## src/rtl/mem_ctrl_if.sv

```systemverilog
// Requester handshakes (ICache, load/store buffer) plus the byte-wide RAM/IO bus of mem_ctrl.
// The controller connects through 'master'; the surrounding system connects through 'slave'.
interface mem_ctrl_if #(
    parameter int ADDR_W = 32
);
    logic              rdy;
    logic              clear;
    logic              io_buffer_full;

    logic              ic_req;
    logic [ADDR_W-1:0] ic_addr;
    logic [31:0]       ic_ins;
    logic              ic_done;

    logic              ls_req;
    logic              ls_we;
    logic [1:0]        ls_size;
    logic [ADDR_W-1:0] ls_addr;
    logic [31:0]       ls_wdata;
    logic [31:0]       ls_rdata;
    logic              ls_done;

    logic [7:0]        mem_din;
    logic [7:0]        mem_dout;
    logic [ADDR_W-1:0] mem_a;
    logic              mem_wr;

    modport master (
        input  rdy, clear, io_buffer_full,
        input  ic_req, ic_addr,
        input  ls_req, ls_we, ls_size, ls_addr, ls_wdata,
        input  mem_din,
        output ic_ins, ic_done, ls_rdata, ls_done,
        output mem_dout, mem_a, mem_wr
    );

    modport slave (
        output rdy, clear, io_buffer_full,
        output ic_req, ic_addr,
        output ls_req, ls_we, ls_size, ls_addr, ls_wdata,
        output mem_din,
        input  ic_ins, ic_done, ls_rdata, ls_done,
        input  mem_dout, mem_a, mem_wr
    );
endinterface

```

## src/rtl/mem_ctrl.sv

```systemverilog
// Memory controller: serialises ICache word fetches and LSB byte/half/word accesses into
// single-byte RAM cycles, one request at a time, with exactly one done pulse per request.
module mem_ctrl #(
    parameter int                ADDR_W  = 32,
    parameter logic [ADDR_W-1:0] IO_BASE = ADDR_W'(32'h30000)
) (
    input  logic       clk,
    input  logic       rst,
    mem_ctrl_if.master bus
);

    typedef enum logic [1:0] {
        IDLE   = 2'd0,
        IFETCH = 2'd1,
        LOAD   = 2'd2,
        STORE  = 2'd3
    } state_t;

    function automatic logic [2:0] size_to_n(input logic [1:0] size);
        logic [2:0] n;
        case (size)
            2'd0:    n = 3'd1;
            2'd1:    n = 3'd2;
            default: n = 3'd4;
        endcase
        return n;
    endfunction

    function automatic logic [7:0] byte_of(input logic [31:0] w, input logic [1:0] idx);
        return w[{idx, 3'b000} +: 8];
    endfunction

    function automatic logic [31:0] merge_byte(input logic [31:0] w, input logic [1:0] idx,
                                               input logic [7:0] b);
        logic [31:0] r;
        r = w;
        r[{idx, 3'b000} +: 8] = b;
        return r;
    endfunction

    state_t            state_r;
    logic [2:0]        cnt_r;
    logic [2:0]        n_r;
    logic [ADDR_W-1:0] base_r;
    logic [31:0]       wdata_r;
    logic [31:0]       acc_r;
    logic [1:0]        a_idx_r;
    logic [1:0]        din_idx_r;
    logic              din_vld_r;

    logic              ls_io_blocked_s;
    logic              ls_ok_s;
    logic              ic_ok_s;
    logic [2:0]        cnt_inc_s;
    logic [ADDR_W-1:0] next_a_s;
    logic [31:0]       acc_next_s;

    // Acceptance decode, next byte address and read-data assembly.
    always_comb begin
        ls_io_blocked_s = bus.ls_we && (bus.ls_addr >= IO_BASE) && bus.io_buffer_full;
        ls_ok_s         = bus.ls_req && !bus.ls_done && !ls_io_blocked_s &&
                          (bus.ls_we || !bus.clear);
        ic_ok_s         = bus.ic_req && !bus.ic_done && !bus.clear;
        cnt_inc_s       = cnt_r + 3'd1;
        next_a_s        = base_r + ADDR_W'(cnt_inc_s);
        if (din_vld_r) begin
            acc_next_s = merge_byte(acc_r, din_idx_r, bus.mem_din);
        end else begin
            acc_next_s = acc_r;
        end
    end

    // Main FSM: arbitration, byte sequencing, registered bus and done outputs.
    always_ff @(posedge clk) begin
        if (rst) begin
            state_r      <= IDLE;
            cnt_r        <= 3'd0;
            n_r          <= 3'd0;
            base_r       <= '0;
            wdata_r      <= 32'h0;
            acc_r        <= 32'h0;
            a_idx_r      <= 2'd0;
            din_idx_r    <= 2'd0;
            din_vld_r    <= 1'b0;
            bus.mem_a    <= '0;
            bus.mem_dout <= 8'h00;
            bus.mem_wr   <= 1'b0;
            bus.ic_ins   <= 32'h0;
            bus.ls_rdata <= 32'h0;
            bus.ic_done  <= 1'b0;
            bus.ls_done  <= 1'b0;
        end else begin
            // RAM returns data one cycle after the address, independent of rdy, so the
            // capture pipeline keeps running while the sequencing logic is frozen.
            din_vld_r   <= (state_r == IFETCH) || (state_r == LOAD);
            din_idx_r   <= a_idx_r;
            acc_r       <= acc_next_s;
            bus.ic_done <= 1'b0;
            bus.ls_done <= 1'b0;

            if (!bus.rdy) begin
                bus.mem_wr <= 1'b0;
            end else begin
                case (state_r)
                    IDLE: begin
                        bus.mem_wr <= 1'b0;
                        cnt_r      <= 3'd0;
                        a_idx_r    <= 2'd0;
                        if (ls_ok_s) begin
                            base_r    <= bus.ls_addr;
                            wdata_r   <= bus.ls_wdata;
                            n_r       <= size_to_n(bus.ls_size);
                            bus.mem_a <= bus.ls_addr;
                            if (bus.ls_we) begin
                                state_r      <= STORE;
                                bus.mem_dout <= bus.ls_wdata[7:0];
                                bus.mem_wr   <= 1'b1;
                            end else begin
                                state_r <= LOAD;
                                acc_r   <= 32'h0;
                            end
                        end else if (ic_ok_s) begin
                            state_r   <= IFETCH;
                            base_r    <= bus.ic_addr;
                            n_r       <= 3'd4;
                            bus.mem_a <= bus.ic_addr;
                            acc_r     <= 32'h0;
                        end else begin
                            state_r <= IDLE;
                        end
                    end

                    IFETCH, LOAD: begin
                        if (bus.clear) begin
                            state_r <= IDLE;
                        end else if (cnt_r == n_r) begin
                            // Last byte arrives on mem_din this cycle; deliver it merged.
                            state_r <= IDLE;
                            if (state_r == IFETCH) begin
                                bus.ic_ins  <= acc_next_s;
                                bus.ic_done <= 1'b1;
                            end else begin
                                bus.ls_rdata <= acc_next_s;
                                bus.ls_done  <= 1'b1;
                            end
                        end else begin
                            cnt_r <= cnt_inc_s;
                            if (cnt_inc_s < n_r) begin
                                bus.mem_a <= next_a_s;
                                a_idx_r   <= cnt_inc_s[1:0];
                            end
                        end
                    end

                    STORE: begin
                        if (cnt_inc_s < n_r) begin
                            cnt_r        <= cnt_inc_s;
                            a_idx_r      <= cnt_inc_s[1:0];
                            bus.mem_a    <= next_a_s;
                            bus.mem_dout <= byte_of(wdata_r, cnt_inc_s[1:0]);
                            bus.mem_wr   <= 1'b1;
                        end else begin
                            bus.mem_wr  <= 1'b0;
                            bus.ls_done <= 1'b1;
                            state_r     <= IDLE;
                        end
                    end

                    default: begin
                        bus.mem_wr <= 1'b0;
                        state_r    <= IDLE;
                    end
                endcase
            end
        end
    end

endmodule

```

## src/flat_wrapper.sv

```systemverilog
// flat-port wrapper written by rule: the top's interface ports become plain ports
module mem_ctrl_flat 
#(
    parameter int                ADDR_W  = 32,
    parameter logic [ADDR_W-1:0] IO_BASE = ADDR_W'(32'h30000)
)
  (clk, rst, bus_rdy, bus_clear, bus_io_buffer_full, bus_ic_req, bus_ic_addr, bus_ls_req, bus_ls_we, bus_ls_size, bus_ls_addr, bus_ls_wdata, bus_mem_din, bus_ic_ins, bus_ic_done, bus_ls_rdata, bus_ls_done, bus_mem_dout, bus_mem_a, bus_mem_wr);
  mem_ctrl_if #(.ADDR_W(ADDR_W)) bus_i ();
  input  logic clk;
  input  logic rst;
  input wire logic [$bits(bus_i.rdy)-1:0] bus_rdy;
  input wire logic [$bits(bus_i.clear)-1:0] bus_clear;
  input wire logic [$bits(bus_i.io_buffer_full)-1:0] bus_io_buffer_full;
  input wire logic [$bits(bus_i.ic_req)-1:0] bus_ic_req;
  input wire logic [$bits(bus_i.ic_addr)-1:0] bus_ic_addr;
  input wire logic [$bits(bus_i.ls_req)-1:0] bus_ls_req;
  input wire logic [$bits(bus_i.ls_we)-1:0] bus_ls_we;
  input wire logic [$bits(bus_i.ls_size)-1:0] bus_ls_size;
  input wire logic [$bits(bus_i.ls_addr)-1:0] bus_ls_addr;
  input wire logic [$bits(bus_i.ls_wdata)-1:0] bus_ls_wdata;
  input wire logic [$bits(bus_i.mem_din)-1:0] bus_mem_din;
  output wire logic [$bits(bus_i.ic_ins)-1:0] bus_ic_ins;
  output wire logic [$bits(bus_i.ic_done)-1:0] bus_ic_done;
  output wire logic [$bits(bus_i.ls_rdata)-1:0] bus_ls_rdata;
  output wire logic [$bits(bus_i.ls_done)-1:0] bus_ls_done;
  output wire logic [$bits(bus_i.mem_dout)-1:0] bus_mem_dout;
  output wire logic [$bits(bus_i.mem_a)-1:0] bus_mem_a;
  output wire logic [$bits(bus_i.mem_wr)-1:0] bus_mem_wr;
  assign bus_i.rdy = bus_rdy;
  assign bus_i.clear = bus_clear;
  assign bus_i.io_buffer_full = bus_io_buffer_full;
  assign bus_i.ic_req = bus_ic_req;
  assign bus_i.ic_addr = bus_ic_addr;
  assign bus_i.ls_req = bus_ls_req;
  assign bus_i.ls_we = bus_ls_we;
  assign bus_i.ls_size = bus_ls_size;
  assign bus_i.ls_addr = bus_ls_addr;
  assign bus_i.ls_wdata = bus_ls_wdata;
  assign bus_i.mem_din = bus_mem_din;
  assign bus_ic_ins = bus_i.ic_ins;
  assign bus_ic_done = bus_i.ic_done;
  assign bus_ls_rdata = bus_i.ls_rdata;
  assign bus_ls_done = bus_i.ls_done;
  assign bus_mem_dout = bus_i.mem_dout;
  assign bus_mem_a = bus_i.mem_a;
  assign bus_mem_wr = bus_i.mem_wr;
  mem_ctrl #(.ADDR_W(ADDR_W), .IO_BASE(IO_BASE)) u_core (.clk(clk), .rst(rst), .bus(bus_i));
endmodule
```

## config.mk

```make
export PLATFORM = sky130hd
export DESIGN_NAME = mem_ctrl_flat
export DESIGN_NICKNAME = d
export VERILOG_FILES = /design/src/rtl/mem_ctrl_if.sv /design/src/rtl/mem_ctrl.sv /design/src/flat_wrapper.sv
export SDC_FILE = /design/constraint.sdc
export NUM_CORES = 1
export LEC_CHECK = 0
export ABC_AREA = 1
export CELL_PAD_IN_SITES_DETAIL_PLACEMENT = 0
export CELL_PAD_IN_SITES_GLOBAL_PLACEMENT = 1
export CORE_ASPECT_RATIO = 1.2
export CORE_UTILIZATION = 39
export CTS_CLUSTER_SIZE = 14
export DETAILED_ROUTE_END_ITERATION = 8
export PLACE_DENSITY_LB_ADDON = 0.08
export REMOVE_ABC_BUFFERS = 1
export SETUP_SLACK_MARGIN = 0.3
export SLEW_MARGIN = 0
export SYNTH_ARGS = -nofsm -noshare
export SYNTH_HDL_FRONTEND = slang
export SYNTH_SLANG_ARGS = --single-unit
```

## constraint.sdc

```tcl
create_clock -name clk -period 6.6 [get_ports clk]
set_input_delay 1.65 -clock clk [delete_from_list [all_inputs] [get_ports clk]]
set_output_delay 1.65 -clock clk [all_outputs]
set_load 0.01 [all_outputs]
```

-- Word level (Yosys, flattened, before mapping)
Index checks and enable logic that the tools add are counted.
- word-level logic and storage cells: 116
- output and inout port bits: 107
- bits in registers: 216
- equality and inequality tests: 13
- $lt $le $gt $ge: 2
- $add $sub $neg: 3
- reductions and logical operators: 29
- muxes and demuxes: 45
- bitwise gates (word level): 5
- shift operators: 3
- operators by type and width (operator ; number):
    two-way mux 32 bit ; 11
    one-hot mux 32 bit (3 select lines) ; 1
    adder 32 x 3 -> 32 bit ; 1
    bitwise mux 32 bit ; 1
    greater-or-equal comparator 32 x 18 -> 1 bit (second input constant) ; 1
    variable shift 8 x 7 -> 32 bit (first input constant) ; 1
    indexed part select 32 x 6 -> 8 bit ; 1
    indexed part select 8 x 7 -> 32 bit ; 1
    two-way mux 8 bit ; 3
    one-hot mux 8 bit (2 select lines) ; 1
    two-way mux 3 bit ; 5
    AND reduction 5 bit ; 3
    two-way mux 2 bit ; 7
    one-hot mux 2 bit (3 select lines) ; 2
    AND reduction 3 bit ; 4
    two-way mux 1 bit ; 10
    one-hot mux 3 bit (3 select lines) ; 1
    inequality test 2 bit (second input constant) ; 4
    AND reduction 4 bit ; 2
    logical AND 1 bit ; 7
    negation 5 -> 7 bit ; 1
    one-hot mux 3 bit (2 select lines) ; 1
    NOT 1 bit ; 5
    OR reduction 5 bit ; 1
    other kinds (14) ; 25

-- Longest topological paths before layout
- word-level depth: 9
- depth in mapped cells: 16
- gate-level depth less buffers: 14

-- Worst setup path before layout
Ideal clock, no wire load.
- kind: input -> register
- start point: input bus_ls_addr[19]
- end point: register u_core.bus.mem_dout[6]
- arrival: 2.899 ns
- stages on the path: 12
- buffers on the path: 2
- slack: 3.586 ns
- library setup time: 0.115 ns
- data required time: 6.485 ns
- cell sequence: nor2_1 nand2_1 nor2_1 nand2_1 nand2_1 nand2_1 buf_4 o21ai_2 buf_2 nand3_1 nand2_1 nor2_1
- longest elaborated chain between the ends: 8
- ends and longest elaborated chain (what ; RTL line ; text):
    start: declaration ; flat_wrapper.sv:19 ; input wire logic [$bits(bus_i.ls_addr)-1:0] bus_ls_addr;
    greater-or-equal comparator 32 x 18 -> 1 bit ; mem_ctrl.sv:60 ; ls_io_blocked_s = bus.ls_we && (bus.ls_addr >= IO_BASE) && bus.io_buffer_full;
    logical AND 1 bit (2 in a row) ; mem_ctrl.sv:60 ;
    logical NOT 1 bit ; mem_ctrl.sv:61 ; ls_ok_s = bus.ls_req && !bus.ls_done && !ls_io_blocked_s &&
    logical AND 1 bit (2 in a row) ; mem_ctrl.sv:61 ;
    inequality test 2 x 1 -> 1 bit (no line) ; n/a ;
    AND reduction 5 bit (no line) ; n/a ;
    end signal: assignment ; mem_ctrl.sv:116 ; bus.mem_dout <= bus.ls_wdata[7:0];
    end signal: assignment ; mem_ctrl.sv:160 ; bus.mem_dout <= byte_of(wdata_r, cnt_inc_s[1:0]);
    end: declaration ; mem_ctrl_if.sv:34 ; output mem_dout, mem_a, mem_wr
No other way between the ends.
A chain may end at the register's enable or synchronous reset.

-- Final worst setup path
- start point: input bus_clear
- end point: register u_core.base_r[20]
- longest elaborated chain between the ends: 5
- elaborated cells between the ends (all ways): 7
- ends and longest elaborated chain (what ; RTL line ; text):
    start: declaration ; flat_wrapper.sv:12 ; input wire logic [$bits(bus_i.clear)-1:0] bus_clear;
    logical NOT 1 bit * ; mem_ctrl.sv:62, mem_ctrl.sv:63 ;
    logical OR 1 bit ; mem_ctrl.sv:62 ; (bus.ls_we || !bus.clear);
    logical AND 1 bit ; mem_ctrl.sv:61 ;
    nonzero test 2 bit (no line) ; n/a ;
    AND reduction 3 bit (no line) ; n/a ;
    end signal: assignment ; mem_ctrl.sv:110 ; base_r <= bus.ls_addr;
    end signal: assignment ; mem_ctrl.sv:124 ; base_r <= bus.ic_addr;
    end: declaration ; mem_ctrl.sv:44 ; logic [ADDR_W-1:0] base_r;
Mark *: on every way between the ends. The rest lies on a longest branch, timed or not.

==> results.tsv <==
stage	metric	value	unit
logic_synthesis	ys flop type	dfxtp_1	
critical_path	worst r2r src	u_core.cnt_r[1]	
critical_path	most used cell, CP	nand2_1	
floorplan	I/O pin total	221	
critical_path	Req. time, crit path	7.03	ns
global_routing	GR Overflow Total	0	
critical_path	startpoint types	primary input	
global_routing	Total GRT Usage	0.2288	
timing	Slew headroom	0.4496	
timing	Final period util	0.6440	
logic_synthesis	cell count after synthesis	1538	
pwr	maximum VDD drop	0.0001519	V
floorplan	core area	25780	um2
critical_path	WP data arrival	4.68	ns
routing	via count	10110	
logic_synthesis	most common cell in the netlist	nand2_1	
critical_path	CP max stage cell	inv_2	
finish	Util after Layout	0.5260	
clock_tree	post-CTS sizing	0	
job	max cap viols	0	
logic_synthesis	EDFF count, synth	0	
run_status	status	completed	
pwr	Leak	0.005205	uW
placement	Port Buffers	220	
logic_synthesis	Synth Area per Inst	6.721	um2
finish	Ant. Diodes	0	
routing	DR iter-0 viols	465	
critical_path	Setup crit end kind	flop	
clock_tree	CTS Sinks	216	
logic_synthesis	#FFs+latches synth	216	
timing	fin crit period	4.251	ns
floorplan	Chip Height	180.3	um
critical_path	FF-to-FF path depth	10	
global_routing	largest net degree at the start of global routing	69	
finish	fillers	2638	
floorplan	Initial Util	0.4009	
routing	antenna-violating nets left	0	
logic_synthesis	yosys warns	0	
logic_synthesis	top cells by count, synth	nand2_1, dfxtp_1, inv_1	
global_routing	first-pass GRT wire length	49.49	mm
clock_tree	clk slew on worst S/H paths	0.06	ns
logic_synthesis	Synth top area share	0.4184	
clock_tree	hold_buf cts	0	
floorplan	# rows	64	
timing	Slew Limit Fails	0	
clock_tree	TritonCTS buffer count	24	
placement	gpl congestion	0.9138	
clock_tree	Setup Fix Bufs, Post-CTS	0	
global_routing	initial antenna violation count	0	
global_routing	vias in the first global route	9652	
timing	skew final	0.01041	ns
clock_tree	clock tree buffer depth	3	
timing	Total Negative Setup Slacks	0	ns
critical_path	RR Endpoint	u_core.bus.mem_a[21]	
finish	final net count	1850	
placement	HPWL after DPL	22.17	mm
critical_path	worst setup path end	u_core.base_r[20]	
finish	sequential cell area	4324	um2
finish	layout cells sized above 1	0.03919	
timing	Max Clock Freq	235.3	MHz
logic_synthesis	Syn Std Cell Area	10340	um2
timing	Hold Fails Final Rpt	0	
clock_tree	Clock Latency Late Sink	0.51	ns
clock_tree	H-tree Lvls	1	
finish	area grow syn2layout	31.22	%
routing	# DRC	0	
timing	Least-Margin Pin Slew	0.8236	ns
worst_hold_path	worst min path class	reg2reg	
critical_path	max incr delay on CP	0.58	ns
floorplan	Die Width	150.6	um
clock_tree	root buf cell	clkbuf_16	
timing	RSZ-0062 raised after global routing	false	
critical_path	CP Class	in2reg	
critical_path	R2R Setup Slk	3.26	ns
logic_synthesis	Seq/Total Area, Yosys	0.4184	
critical_path	crit path from	bus_clear	
routing	DRT Wirelength	31.29	mm
timing	Setup violations, final	0	
critical_path	crit-path cells	clkdlybuf4s50_1, a211oi_4, buf_4, nand2_1, buf_4, nand2_1, nand2_1, inv_2, nand3_1, a21oi_1	
routing	Via density	4.897	
pwr	cell area power density	248.8	nW/um2
routing	DR WL/cell	15.15	um
logic_synthesis	main area contributors after synthesis	dfxtp_1, nand2_1, a21oi_1	
floorplan	Die ar.	27160	um2
logic_synthesis	FFs w/ async S/R, synth	0	
clock_tree	CTS tree	built	
logic_synthesis	Yosys top cell by area	dfxtp_1	
finish	area of the multi-input gates	4882	um2
logic_synthesis	Synth cell types	33	
critical_path	Crit Path Max Fanout	25	
routing	Initial DRT Pass Iterations	7	
==> worst min-delay path by stage <==
stage          slack (ns)             startpoint               endpoint  depth (start not counted)
3_3_place_gp         0.42      u_core.a_idx_r[0]    u_core.din_idx_r[0]                          2
2_1_floorplan        0.41      u_core.a_idx_r[0]    u_core.din_idx_r[0]                          2
3_5_place_dp         0.43      u_core.a_idx_r[1]    u_core.din_idx_r[1]                          2
6_report             0.44      u_core.a_idx_r[0]    u_core.din_idx_r[0]                          2
4_1_cts              0.44      u_core.a_idx_r[0]    u_core.din_idx_r[0]                          2
5_1_grt              0.46  u_core.bus.ic_ins[21]  u_core.bus.ic_ins[21]                          2
==> power breakdown <==
| group | total (uW) | internal [uW] | switching (uW) |
|---|---|---|---|
| registers | 1420 | 1370 | 46.5 |
| logic | 561 | 240 | 321 |
| clock network | 1390 | 846 | 548 |
| total | 3380 | 2460 | 915 |
==> sequential cells by signal (all words and copies together), names as in the netlist <==
name	cells
u_core.cnt_r	3
u_core.bus.ls_rdata	32
u_core.n_r	3
u_core.bus.ls_done	1
u_core.state_r	2
u_core.din_idx_r	2
u_core.acc_r	32
u_core.wdata_r	32
u_core.bus.mem_a	32
u_core.bus.ic_ins	32
u_core.base_r	32
u_core.bus.mem_dout	8
u_core.bus.mem_wr	1
u_core.a_idx_r	2
u_core.din_vld_r	1
u_core.bus.ic_done	1
==> cell families after synthesis <==
| kind of cell | synth area share |
|---|---|
| compound gates | 0.1875 |
| xor+xnor | 0.005932 |
| fa+ha+maj | 0.02130 |
| flops | 0.4184 |
| simple gates | 0.2559 |
| buf+inv | 0.1110 |
==> layout by cell type (no fill, tap or decap), types with 7 or more instances in the layout <==
cell	netlist	final
o21ai_0	145	145
clkdlybuf4s50_1	0	219
a21oi_1	174	174
nor2_1	171	171
o21a_1	16	16
ha_1	16	16
nand3_1	141	139
clkbuf_16	0	25
inv_1	203	202
clkbuf_8	0	7
o22ai_1	16	16
buf_4	2	17
nand3b_1	13	13
dfxtp_1	216	216
nand2_1	307	307
==> layer usage <==
layer  track usage  part of all wire  vias to the layer above
li1              -                 -                     5302
met1        0.2607              0.41                     4551
met2        0.4339              0.52                      211
met3       0.02380             0.034                       48
met4       0.07640             0.028                        0
met5             0                 0                        -
==> worst max-delay path: cells and delay by family <==
kind | cells | cell delay, ns
buf+inv | 4 | 1.71
compound gates | 2 | 0.47
simple gates | 4 | 0.82
==> area by class of cell <==
| cell class | instances | area share |
|---|---|---|
| well taps | 330 | 0.03044 |
| clock inverters | 7 | 0.006734 |
| repair buffers | 237 | 0.1714 |
| flip-flops and latches | 216 | 0.3188 |
| multi-input cells | 1029 | 0.3600 |
| inverters | 211 | 0.05858 |
| clock buffers | 35 | 0.05406 |
==> stage by stage <==
stage	hold slack (ns)	instance area [um2]	total power [uW]	std cells	setup slack, ns
global route	0.4611	13560	3532	2065	2.044
detailed placement	0.4251	12740	2014	2023	1.876
CTS	0.4362	13560	3419	2065	2.382
finish	0.4378	13560	3375	2065	2.349
floorplan	0.4098	9982	1744	1456	1.532
global placement	0.4196	12740	2010	2023	1.908
No activity file was read; power rests on OpenSTA's default activity.
